$ cat src/rtl/axi4_lite_pkg.sv
// axi4_lite_pkg: AXI response codes and control-arbiter state encoding
package axi4_lite_pkg;
    localparam logic [1:0] RESP_OKAY   = 2'b00;
    localparam logic [1:0] RESP_EXOKAY = 2'b01;
    localparam logic [1:0] RESP_SLVERR = 2'b10;
    localparam logic [1:0] RESP_DECERR = 2'b11;
    typedef enum logic [2:0] {ST_IDLE, ST_ISSUE, ST_WAIT, ST_RESP, ST_DRAIN} arb_state_e;
endpackage

$ cat src/rtl/rr_arbiter.sv
// rr_arbiter: combinational round-robin pick starting at ptr, one-hot grant plus index
module rr_arbiter #(
    parameter int NUM_REQ = 4,
    localparam int IW = NUM_REQ > 1 ? $clog2(NUM_REQ) : 1
) (
    input  logic [NUM_REQ-1:0] req,
    input  logic [IW-1:0]      ptr,
    output logic [NUM_REQ-1:0] grant,
    output logic [IW-1:0]      idx
);
    logic [2*NUM_REQ-1:0] dbl;
    logic [NUM_REQ-1:0]   rot;
    int off;
    int sum;
    assign dbl = {req, req};
    assign rot = dbl[ptr +: NUM_REQ];
    always_comb begin
        off = 0;
        for (int i = NUM_REQ - 1; i >= 0; i--) off = rot[i] ? i : off;
        sum = int'(ptr) + off;
        idx = IW'(sum >= NUM_REQ ? sum - NUM_REQ : sum);
        grant = NUM_REQ'(|req) << idx;
    end
endmodule

$ cat src/rtl/axi4_lite_ctrl_arbiter.sv
// axi4_lite_ctrl_arbiter: round-robin sharing of one AXI4-lite control master with watchdog
module axi4_lite_ctrl_arbiter
    import axi4_lite_pkg::*;
#(
    parameter int NUM_REQ        = 4,
    parameter int DATA_WIDTH     = 32,
    parameter int ADDRESS_WIDTH  = 32,
    parameter int TIMEOUT_CYCLES = 256
) (
    input  logic                              ACLK,
    input  logic                              ARESETn,
    input  logic [NUM_REQ-1:0]                req_valid,
    input  logic [NUM_REQ-1:0]                req_write,
    input  logic [NUM_REQ*ADDRESS_WIDTH-1:0]  req_addr,
    input  logic [NUM_REQ*DATA_WIDTH-1:0]     req_wdata,
    output logic [NUM_REQ-1:0]                req_ready,
    output logic [NUM_REQ-1:0]                rsp_valid,
    output logic [DATA_WIDTH-1:0]             rsp_rdata,
    output logic [1:0]                        rsp_resp,
    output logic                              busy,
    output logic [ADDRESS_WIDTH-1:0]          ctrl_addr,
    output logic [DATA_WIDTH-1:0]             ctrl_wdata,
    output logic                              ctrl_write_en,
    output logic                              ctrl_read_en,
    input  logic [DATA_WIDTH-1:0]             ctrl_rdata,
    input  logic [1:0]                        ctrl_resp,
    input  logic                              ctrl_done
);
    localparam int IW = NUM_REQ > 1 ? $clog2(NUM_REQ) : 1;
    localparam int CW = TIMEOUT_CYCLES > 0 ? $clog2(TIMEOUT_CYCLES + 1) : 1;
    arb_state_e state, state_nxt;
    logic [IW-1:0]            ptr, gnt_idx, g_idx;
    logic [NUM_REQ-1:0]       gnt;
    logic [ADDRESS_WIDTH-1:0] addr_q;
    logic [DATA_WIDTH-1:0]    wdata_q, rdata_q;
    logic [1:0]               resp_q;
    logic                     write_q, drain_q, accept, timeout;
    logic [CW-1:0]            wd_cnt;
    rr_arbiter #(.NUM_REQ(NUM_REQ)) u_rr (
        .req   (req_valid),
        .ptr   (ptr),
        .grant (gnt),
        .idx   (gnt_idx)
    );
    assign accept        = state == ST_IDLE && |req_valid;
    assign timeout       = TIMEOUT_CYCLES != 0 && int'(wd_cnt) == TIMEOUT_CYCLES - 1;
    assign req_ready     = state == ST_IDLE ? gnt : '0;
    assign rsp_valid     = state == ST_RESP ? NUM_REQ'(1) << g_idx : '0;
    assign busy          = state != ST_IDLE;
    assign ctrl_write_en = state == ST_ISSUE && write_q;
    assign ctrl_read_en  = state == ST_ISSUE && !write_q;
    assign ctrl_addr     = addr_q;
    assign ctrl_wdata    = wdata_q;
    assign rsp_rdata     = rdata_q;
    assign rsp_resp      = resp_q;
    always_ff @(posedge ACLK or negedge ARESETn) begin
        if (!ARESETn) state <= ST_IDLE;
        else state <= state_nxt;
    end
    always_comb begin
        state_nxt = state;
        case (state)
            ST_IDLE:  state_nxt = accept ? ST_ISSUE : ST_IDLE;
            ST_ISSUE: state_nxt = ST_WAIT;
            ST_WAIT:  state_nxt = ctrl_done || timeout ? ST_RESP : ST_WAIT;
            ST_RESP:  state_nxt = drain_q ? ST_DRAIN : ST_IDLE;
            ST_DRAIN: state_nxt = ctrl_done ? ST_IDLE : ST_DRAIN;
            default:  state_nxt = ST_IDLE;
        endcase
    end
    always_ff @(posedge ACLK or negedge ARESETn) begin
        if (!ARESETn) begin
            ptr     <= '0;
            g_idx   <= '0;
            addr_q  <= '0;
            wdata_q <= '0;
            write_q <= 1'b0;
            rdata_q <= '0;
            resp_q  <= RESP_OKAY;
            drain_q <= 1'b0;
            wd_cnt  <= '0;
        end else begin
            if (accept) begin
                g_idx   <= gnt_idx;
                ptr     <= int'(gnt_idx) == NUM_REQ - 1 ? '0 : gnt_idx + 1'b1;
                addr_q  <= req_addr[gnt_idx*ADDRESS_WIDTH +: ADDRESS_WIDTH];
                wdata_q <= req_wdata[gnt_idx*DATA_WIDTH +: DATA_WIDTH];
                write_q <= req_write[gnt_idx];
            end
            if (state == ST_ISSUE) wd_cnt <= '0;
            else if (state == ST_WAIT && int'(wd_cnt) < TIMEOUT_CYCLES) wd_cnt <= wd_cnt + 1'b1;
            // a real done wins over a simultaneous watchdog expiry
            if (state == ST_WAIT && ctrl_done) begin
                rdata_q <= write_q ? '0 : ctrl_rdata;
                resp_q  <= ctrl_resp;
            end else if (state == ST_WAIT && timeout) begin
                rdata_q <= '0;
                resp_q  <= RESP_SLVERR;
                drain_q <= 1'b1;
            end
            if (state == ST_DRAIN && ctrl_done) drain_q <= 1'b0;
        end
    end
endmodule

$ cat config.mk
export PLATFORM = sky130hd
export DESIGN_NAME = axi4_lite_ctrl_arbiter
export DESIGN_NICKNAME = d
export VERILOG_FILES = /design/src/rtl/axi4_lite_pkg.sv /design/src/rtl/rr_arbiter.sv /design/src/rtl/axi4_lite_ctrl_arbiter.sv
export SDC_FILE = /design/constraint.sdc
export NUM_CORES = 1
export LEC_CHECK = 0
export CORE_AREA = 2 2 160 162
export DETAILED_ROUTE_END_ITERATION = 7
export DIE_AREA = 0 0 162 164
export REMOVE_ABC_BUFFERS = 1
export SYNTH_ARGS = -nofsm -noshare
export SYNTH_HDL_FRONTEND = slang
export SYNTH_HIERARCHICAL = 1
export SYNTH_SLANG_ARGS = --single-unit
$ cat constraint.sdc
create_clock -name ACLK -period 5 [get_ports ACLK]
set_clock_uncertainty 0.05 [all_clocks]
set_input_delay 1.5 -clock ACLK [delete_from_list [all_inputs] [get_ports ACLK]]
set_output_delay 1.5 -clock ACLK [all_outputs]
set_load 0.05 [all_outputs]
==> impl_metrics.py, run 1 <==
metrics = {
    "logic_synthesis": {
        "postSynthCellCount": 433,
        "ys_seq_area_frac": 0.458,
        "synthesis.area_sq_mm": 0.00634,
        "ys_warn_count": 6,
        "syn_avg_cell_area_sq_um": 14.6,
        "yosys-top-cells-count": "dfrtp_1, mux2_2, mux4_2, a22o_1, clkbuf_1",
        "synth_edf_count": 0,
        "yosys.area.top_type": "dfrtp_1",
        "synth_area_leaders": "dfrtp_1, mux4_2, mux2_2",
        "ys_types": 46,
        "yosys.area.top_type_share": 0.458,
        "synth-main-ff-cell": "dfrtp_1",
        "yosysMostFrequentCell": "dfrtp_1",
        "ys_seq_elements": 116,
        "async_flop_share": 1.00,
    },
    "clock_network": {
        "clock-sinks": 116,
        "root_buffer": "clkbuf_16",
        "cts_tree": "built",
        "clk_pin_slew_ps": 60,
        "cts_htree_levels": 4,
        "cts_buffers": 17,
        "clk-insertion-delay-late_ps": 400,
        "clock_path_buffers": 2,
    },
    "setup_path": {
        "critical_path_class": "in2out",
        "slowest_stage": "dlygate4sd2_1",
        "critPathLaunch": "req_valid[3]",
        "cp-start-kind": "input pin",
        "regToRegEndpoint": "ctrl_wdata[22]",
        "rrSetupSlack_ps": 1640,
        "worstSetupEndpointType": "output pin",
        "critPathRequiredTime_ps": 3450,
        "critPathBufInv": 3,
        "worstPathArrival_ps": 3320,
        "r2r_cells": 14,
        "cp_top_family": "simple AND/OR/NAND/NOR gates",
        "reg2reg_from": "ptr[1]",
        "setup.worst_path.end": "req_ready[1]",
        "max_stage_delay_ps": 250,
        "crit_chain": "dlygate4sd2_1 > buf_4 > o211ai_1 > o21a_1 > ha_4 > xor2_4 > nand4_1 > nor3b_2 > and2_4 > buf_12",
        "path_max_fanout": 8,
        "cp_num_cells": 10,
    },
    "power": {
        "p_leak_nw": 4.45,
        "vdd_ir_drop_max_mv": 0.497,
        "p_per_area_mw_per_mm2": 757,
        "p_total_mw": 8.70,
    },
    "drt": {
        "drc": 0,
        "wl_per_cell_um": 19.6,
        "drt_iter0_drc": 236,
        "wirelength_um": 23400,
        "vias": 5584,
        "avgViaCountPerCell": 4.70,
        "ant_nets": 0,
        "dr.pass1.iters": 4,
    },
    "placed_design": {
        "port-buffer-count": 409,
        "hpwl_um": 17900,
        "place_congestion": 0.775,
        "placed_area_sq_mm": 0.0109,
    },
    "timing": {
        "hold_viol": 0,
        "worstMarginPinSlew_ps": 917,
        "clock.fmax_mhz": 205,
        "setup_viol_count_final": 0,
        "slew_violations": 0,
        "rsz0062_at_grt": "no",
        "timing.hold.ws_ps": 429,
        "min_period_ps": 4870,
        "post-route-period-util": 0.974,
        "max_slew_margin": 0.388,
    },
    "finish": {
        "layout-drive-gt1-share": 0.247,
        "fillers": 2306,
        "nNetsFinal": 1151,
        "area.growth.synth_to_final_pct": 81.4,
        "final_area_sq_mm": 0.0115,
    },
    "grt": {
        "grt_pass1_wl_um": 35300,
        "grt_use_total": 0.175,
        "grt-ovfl-total": 0,
        "antenna_found_initial": 2,
        "grt_pass1_vias": 6161,
        "grt_max_degree": 96,
    },
    "floorplan": {
        "dieArea_sq_mm": 0.0266,
        "floorplan.initialDensity": 0.255,
        "core_area_sq_mm": 0.0248,
        "fp-row-count": 58,
        "die_h_um": 164,
        "io_pins": 410,
        "die_x_um": 162,
    },
    "outcome": {
        "outcome": "completed",
    },
    "min_path": {
        "hp-class": "reg2reg",
        "hold_start": "wd_cnt[6]",
        "hold_depth": 1,
    },
    "run": {
        "maxCapViolations": 0,
    },
}
==> through the flow <==
| step | setup WS, ps | TNS [ps] | std cells | util |
|---|---|---|---|---|
| 6_report | 131 | 0 | 1189 | 0.463 |
| 5_1_grt | 41.9 | 0 | 1188 | 0.463 |
| 4_1_cts | 25.4 | 0 | 1187 | 0.462 |
| 3_5_place_dp | -204 | -768 | 1155 | 0.440 |
| 3_3_place_gp | -177 | -672 | 1155 | 0.440 |
| 2_1_floorplan | -1920 | -49950 | 399 | - |
==> worst min path at each step <==
stage	slack (ps)	end
floorplan	400	wd_cnt[6]
detailed placement	430	wd_cnt[6]
finish	430	wd_cnt[6]
CTS	430	wd_cnt[6]
global placement	420	wd_cnt[6]
global route	450	wd_cnt[6]
==> sequential cells by signal (all words and copies together) (netlist names) <==
| name | cells |
|---|---|
| ctrl_addr | 32 |
| ctrl_wdata | 32 |
| drain_q | 1 |
| g_idx | 2 |
| ptr | 2 |
| rsp_rdata | 32 |
| rsp_resp | 2 |
| state | 3 |
| wd_cnt | 9 |
| write_q | 1 |
==> kinds of logic (layout without fill, tap and decap cells) <==
family | Yosys count | in the layout | share of synthesized area
buf+inv | 40 | 465 | 0.0318
other cells | 0 | 1 | 0
fa+ha+maj | 4 | 4 | 0.00790
flops | 116 | 116 | 0.458
mux | 135 | 135 | 0.355
xor+xnor | 2 | 2 | 0.00276
compound gates | 65 | 65 | 0.0780
simple gates | 71 | 71 | 0.0665
==> worst register-to-register path, delay by kind of cell, from the launching register on <==
family                   cells  cell delay (ps)
adder cells (fa/ha/maj)      1              160
buffers and inverters        4              670
multiplexers                 2              660
AO/OA/AOI/OAI                3              440
XOR/XNOR                     1              170
AND/OR/NAND/NOR              3              480
flip-flops                   1              620
==> cell type report <==
cell class / count / area [sq um] / share of cell area
flip-flops and latches: 116 / 2900 / 0.252
repair buffers: 428 / 4310 / 0.375
multi-input cells: 277 / 3320 / 0.289
inverters: 6 / 22.5 / 0.00196
well taps: 330 / 413 / 0.0359
clock buffers: 19 / 443 / 0.0385
diodes: 1 / 2.50 / 0.000218
clock inverters: 12 / 85.1 / 0.00740
==> power breakdown <==
group	switching [mW]	internal (mW)
clock	0.464	0.643
sequential	0.300	1.42
combinational	3.12	2.76
total	3.89	4.81
==> repair_timing <==
item,in CTS,in global routing
pin swaps,3,2
setup endpoints to repair,4,4
hold buffers,0,0
buffers inserted,1,1
gates resized for setup,12,8
==> cell usage in the layout, fill, tap and decap left out, types with 9 or more instances in the layout <==
| cell | n |
|---|---|
| buf_4 | 16 |
| mux2_2 | 69 |
| a21oi_1 | 9 |
| clkdlybuf4s50_1 | 400 |
| dfrtp_1 | 116 |
| mux4_2 | 65 |
| nand2_1 | 10 |
| clkbuf_16 | 17 |
| a22o_1 | 32 |
| nor2_1 | 9 |
==> routing by layer <==
metal	global-route usage	routed length (um)	up-vias
li1	-	-	2546
met1	0.204	9040	2764
met2	0.303	11900	245
met3	0.0652	2030	25
met4	0.0491	325	4
met5	0	30	-
(Power assumes the default switching activity.)
==> inputs of run 2 (changes only) <==
Settings changed: ABC_CLOCK_PERIOD_IN_PS set to 5500.
Clock period 5 ns to 5.5 ns, I/O delays scaled along.
==> run 2 against run 1 <==
Compared with the run above: sequential share of layout area down 0.096 points; critical path depth unchanged; sequential power decreased by 9.9%; via count hardly changed; flip-flop and latch count stayed put; die area did not move; core utilization grew 0.18 points; global-route usage is essentially flat; combinational power shrank 8.8%; total power shrank 7.0%; clock power up 6%; final area grew 0.38%; critical path type unchanged; largest power group unchanged; highest routed layer unchanged.
==> impl_metrics.py, run 2 (synthesis gave the netlist of run 1 again) <==
metrics = {
    "timing": {
        "max_slew_margin": 0.326,
        "post-route-period-util": 0.974,
        "hold_viol": 0,
        "rsz0062_at_grt": "no",
        "min_period_ps": 5360,
        "worstMarginPinSlew_ps": 1010,
        "slew_violations": 0,
        "timing.hold.ws_ps": 433,
        "setup_viol_count_final": 0,
        "clock.fmax_mhz": 187,
    },
    "finish": {
        "nNetsFinal": 1149,
        "final_common_cell": "clkdlybuf4s50_1",
        "final_area_sq_mm": 0.0115,
        "diodes": 0,
        "fillers": 2272,
        "area.growth.synth_to_final_pct": 82.1,
        "layout-drive-gt1-share": 0.237,
        "final_cell_mix": "clkdlybuf4s50_1, dfrtp_1, mux2_2",
        "utilization": 0.465,
    },
    "drt": {
        "wl_per_cell_um": 19.7,
        "drt_iter0_drc": 227,
        "dr.pass1.iters": 4,
        "avgViaCountPerCell": 4.71,
        "ant_nets": 0,
        "vias": 5583,
        "wirelength_um": 23400,
        "drc": 0,
    },
    "power": {
        "vdd_ir_drop_max_mv": 0.289,
        "p_total_mw": 8.09,
        "p_sw_frac": 0.442,
        "p_seq_frac": 0.192,
        "p_switching_mw": 3.57,
        "combPwrFrac": 0.662,
        "internal_power_mw": 4.52,
        "p_leak_nw": 4.49,
        "power.share.clock": 0.146,
        "p_per_area_mw_per_mm2": 701,
    },
    "floorplan": {
        "fp-row-count": 58,
        "dieArea_sq_mm": 0.0266,
        "die_x_um": 162,
        "die_h_um": 164,
        "io_pins": 410,
        "floorplan.initialDensity": 0.255,
        "core_area_sq_mm": 0.0248,
    },
    "setup_path": {
        "r2r_cells": 9,
        "critical_path_class": "in2out",
        "reg2reg_from": "ptr[1]",
        "cp-start-kind": "input pin",
        "cp_top_family": "buffers and inverters",
        "slowest_stage": "clkdlybuf4s50_1",
        "rrSetupSlack_ps": 2000,
        "worstPathArrival_ps": 3660,
        "worstSetupEndpointType": "output pin",
        "critPathRequiredTime_ps": 3800,
        "crit_chain": "clkdlybuf4s50_1 > a21oi_1 > o211ai_1 > o21a_1 > ha_4 > xor2_2 > nand4_1 > nor3b_2 > and2_1 > buf_12",
        "regToRegEndpoint": "ctrl_wdata[16]",
        "path_max_fanout": 5,
        "critPathBufInv": 2,
        "max_stage_delay_ps": 500,
    },
    "min_path": {
        "hold_path_end": "wd_cnt[6]",
        "hold_start": "wd_cnt[6]",
        "hold_depth": 1,
        "hp-class": "reg2reg",
    },
    "grt": {
        "grt_use_total": 0.176,
        "grt_max_degree": 88,
        "grt_pass1_wl_um": 34900,
        "grt_pass1_vias": 6030,
        "grt-ovfl-total": 0,
        "antenna_found_initial": 1,
    },
    "clock_network": {
        "holdBufCountCts": 0,
        "cts_buffers": 17,
        "clk-insertion-delay-late_ps": 420,
        "clock-sinks": 116,
        "clock_path_buffers": 2,
        "clk_pin_slew_ps": 60,
        "cts_tree": "built",
        "root_buffer": "clkbuf_16",
        "cts_htree_levels": 4,
    },
    "placed_design": {
        "placed_area_sq_mm": 0.0109,
        "place_congestion": 0.732,
        "port-buffer-count": 409,
        "hpwl_um": 17900,
    },
    "outcome": {
        "outcome": "completed",
    },
    "run": {
        "maxCapViolations": 0,
    },
}
[run 2: worst max path at each step]
stage / to / start / cells past startpoint / slack [ps]
detailed placement: req_ready[3] / req_valid[2] / 11 / -20
finish: req_ready[1] / req_valid[0] / 10 / 140
floorplan: req_ready[1] / req_valid[3] / 8 / -1720
global route: req_ready[1] / req_valid[0] / 10 / 5
CTS: req_ready[3] / req_valid[2] / 11 / 30
global placement: req_ready[2] / req_valid[2] / 11 / 10
[run 2: what timing repair did]
item,CTS,global route
setup endpoints to repair,2,4
setup buffers,1,0
cloned,0,0
pin swaps,1,3
resized for setup,1,7
[run 2: power by group through the flow]
stage | registers, mW | logic (mW) | clock network (mW)
finish | 1.55 | 5.36 | 1.18
global route | 1.61 | 5.67 | 1.25
CTS | 1.56 | 5.44 | 1.21
detailed placement | 1.56 | 5.41 | 0
global placement | 1.55 | 5.40 | 0
floorplan | 2.83 | 2.47 | 0
[run 2: layout make-up]
type                    instances  area [sq um]  area share
multi-input cells             277          3290       0.285
inverters                       6          22.5     0.00195
flip-flops and latches        116          2900       0.251
repair buffers                426          4280       0.371
well taps                     330           413      0.0358
clock buffers                  17           425      0.0369
clock inverters                14           203      0.0176
[run 2: per-layer routing]
| metal | track usage | wire (um) | share of wire | up-vias |
|---|---|---|---|---|
| met5 | 0 | 16 | 0.00068 | - |
| met4 | 0.0571 | 427 | 0.018 | 2 |
| met3 | 0.0657 | 2000 | 0.085 | 26 |
| met2 | 0.301 | 11900 | 0.51 | 252 |
| met1 | 0.204 | 9040 | 0.39 | 2759 |
| li1 | - | - | - | 2544 |
[run 2: stage by stage]
| step | setup TNS (ps) | worst slack, ps | std cells |
|---|---|---|---|
| after floorplan | -25640 | -1720 | 399 |
| after global placement | 0 | 11.9 | 1154 |
| after detailed placement | -25.4 | -15.3 | 1154 |
| after CTS | 0 | 27.6 | 1186 |
| after global routing | 0 | 4.61 | 1186 |
| final | 0 | 142 | 1186 |
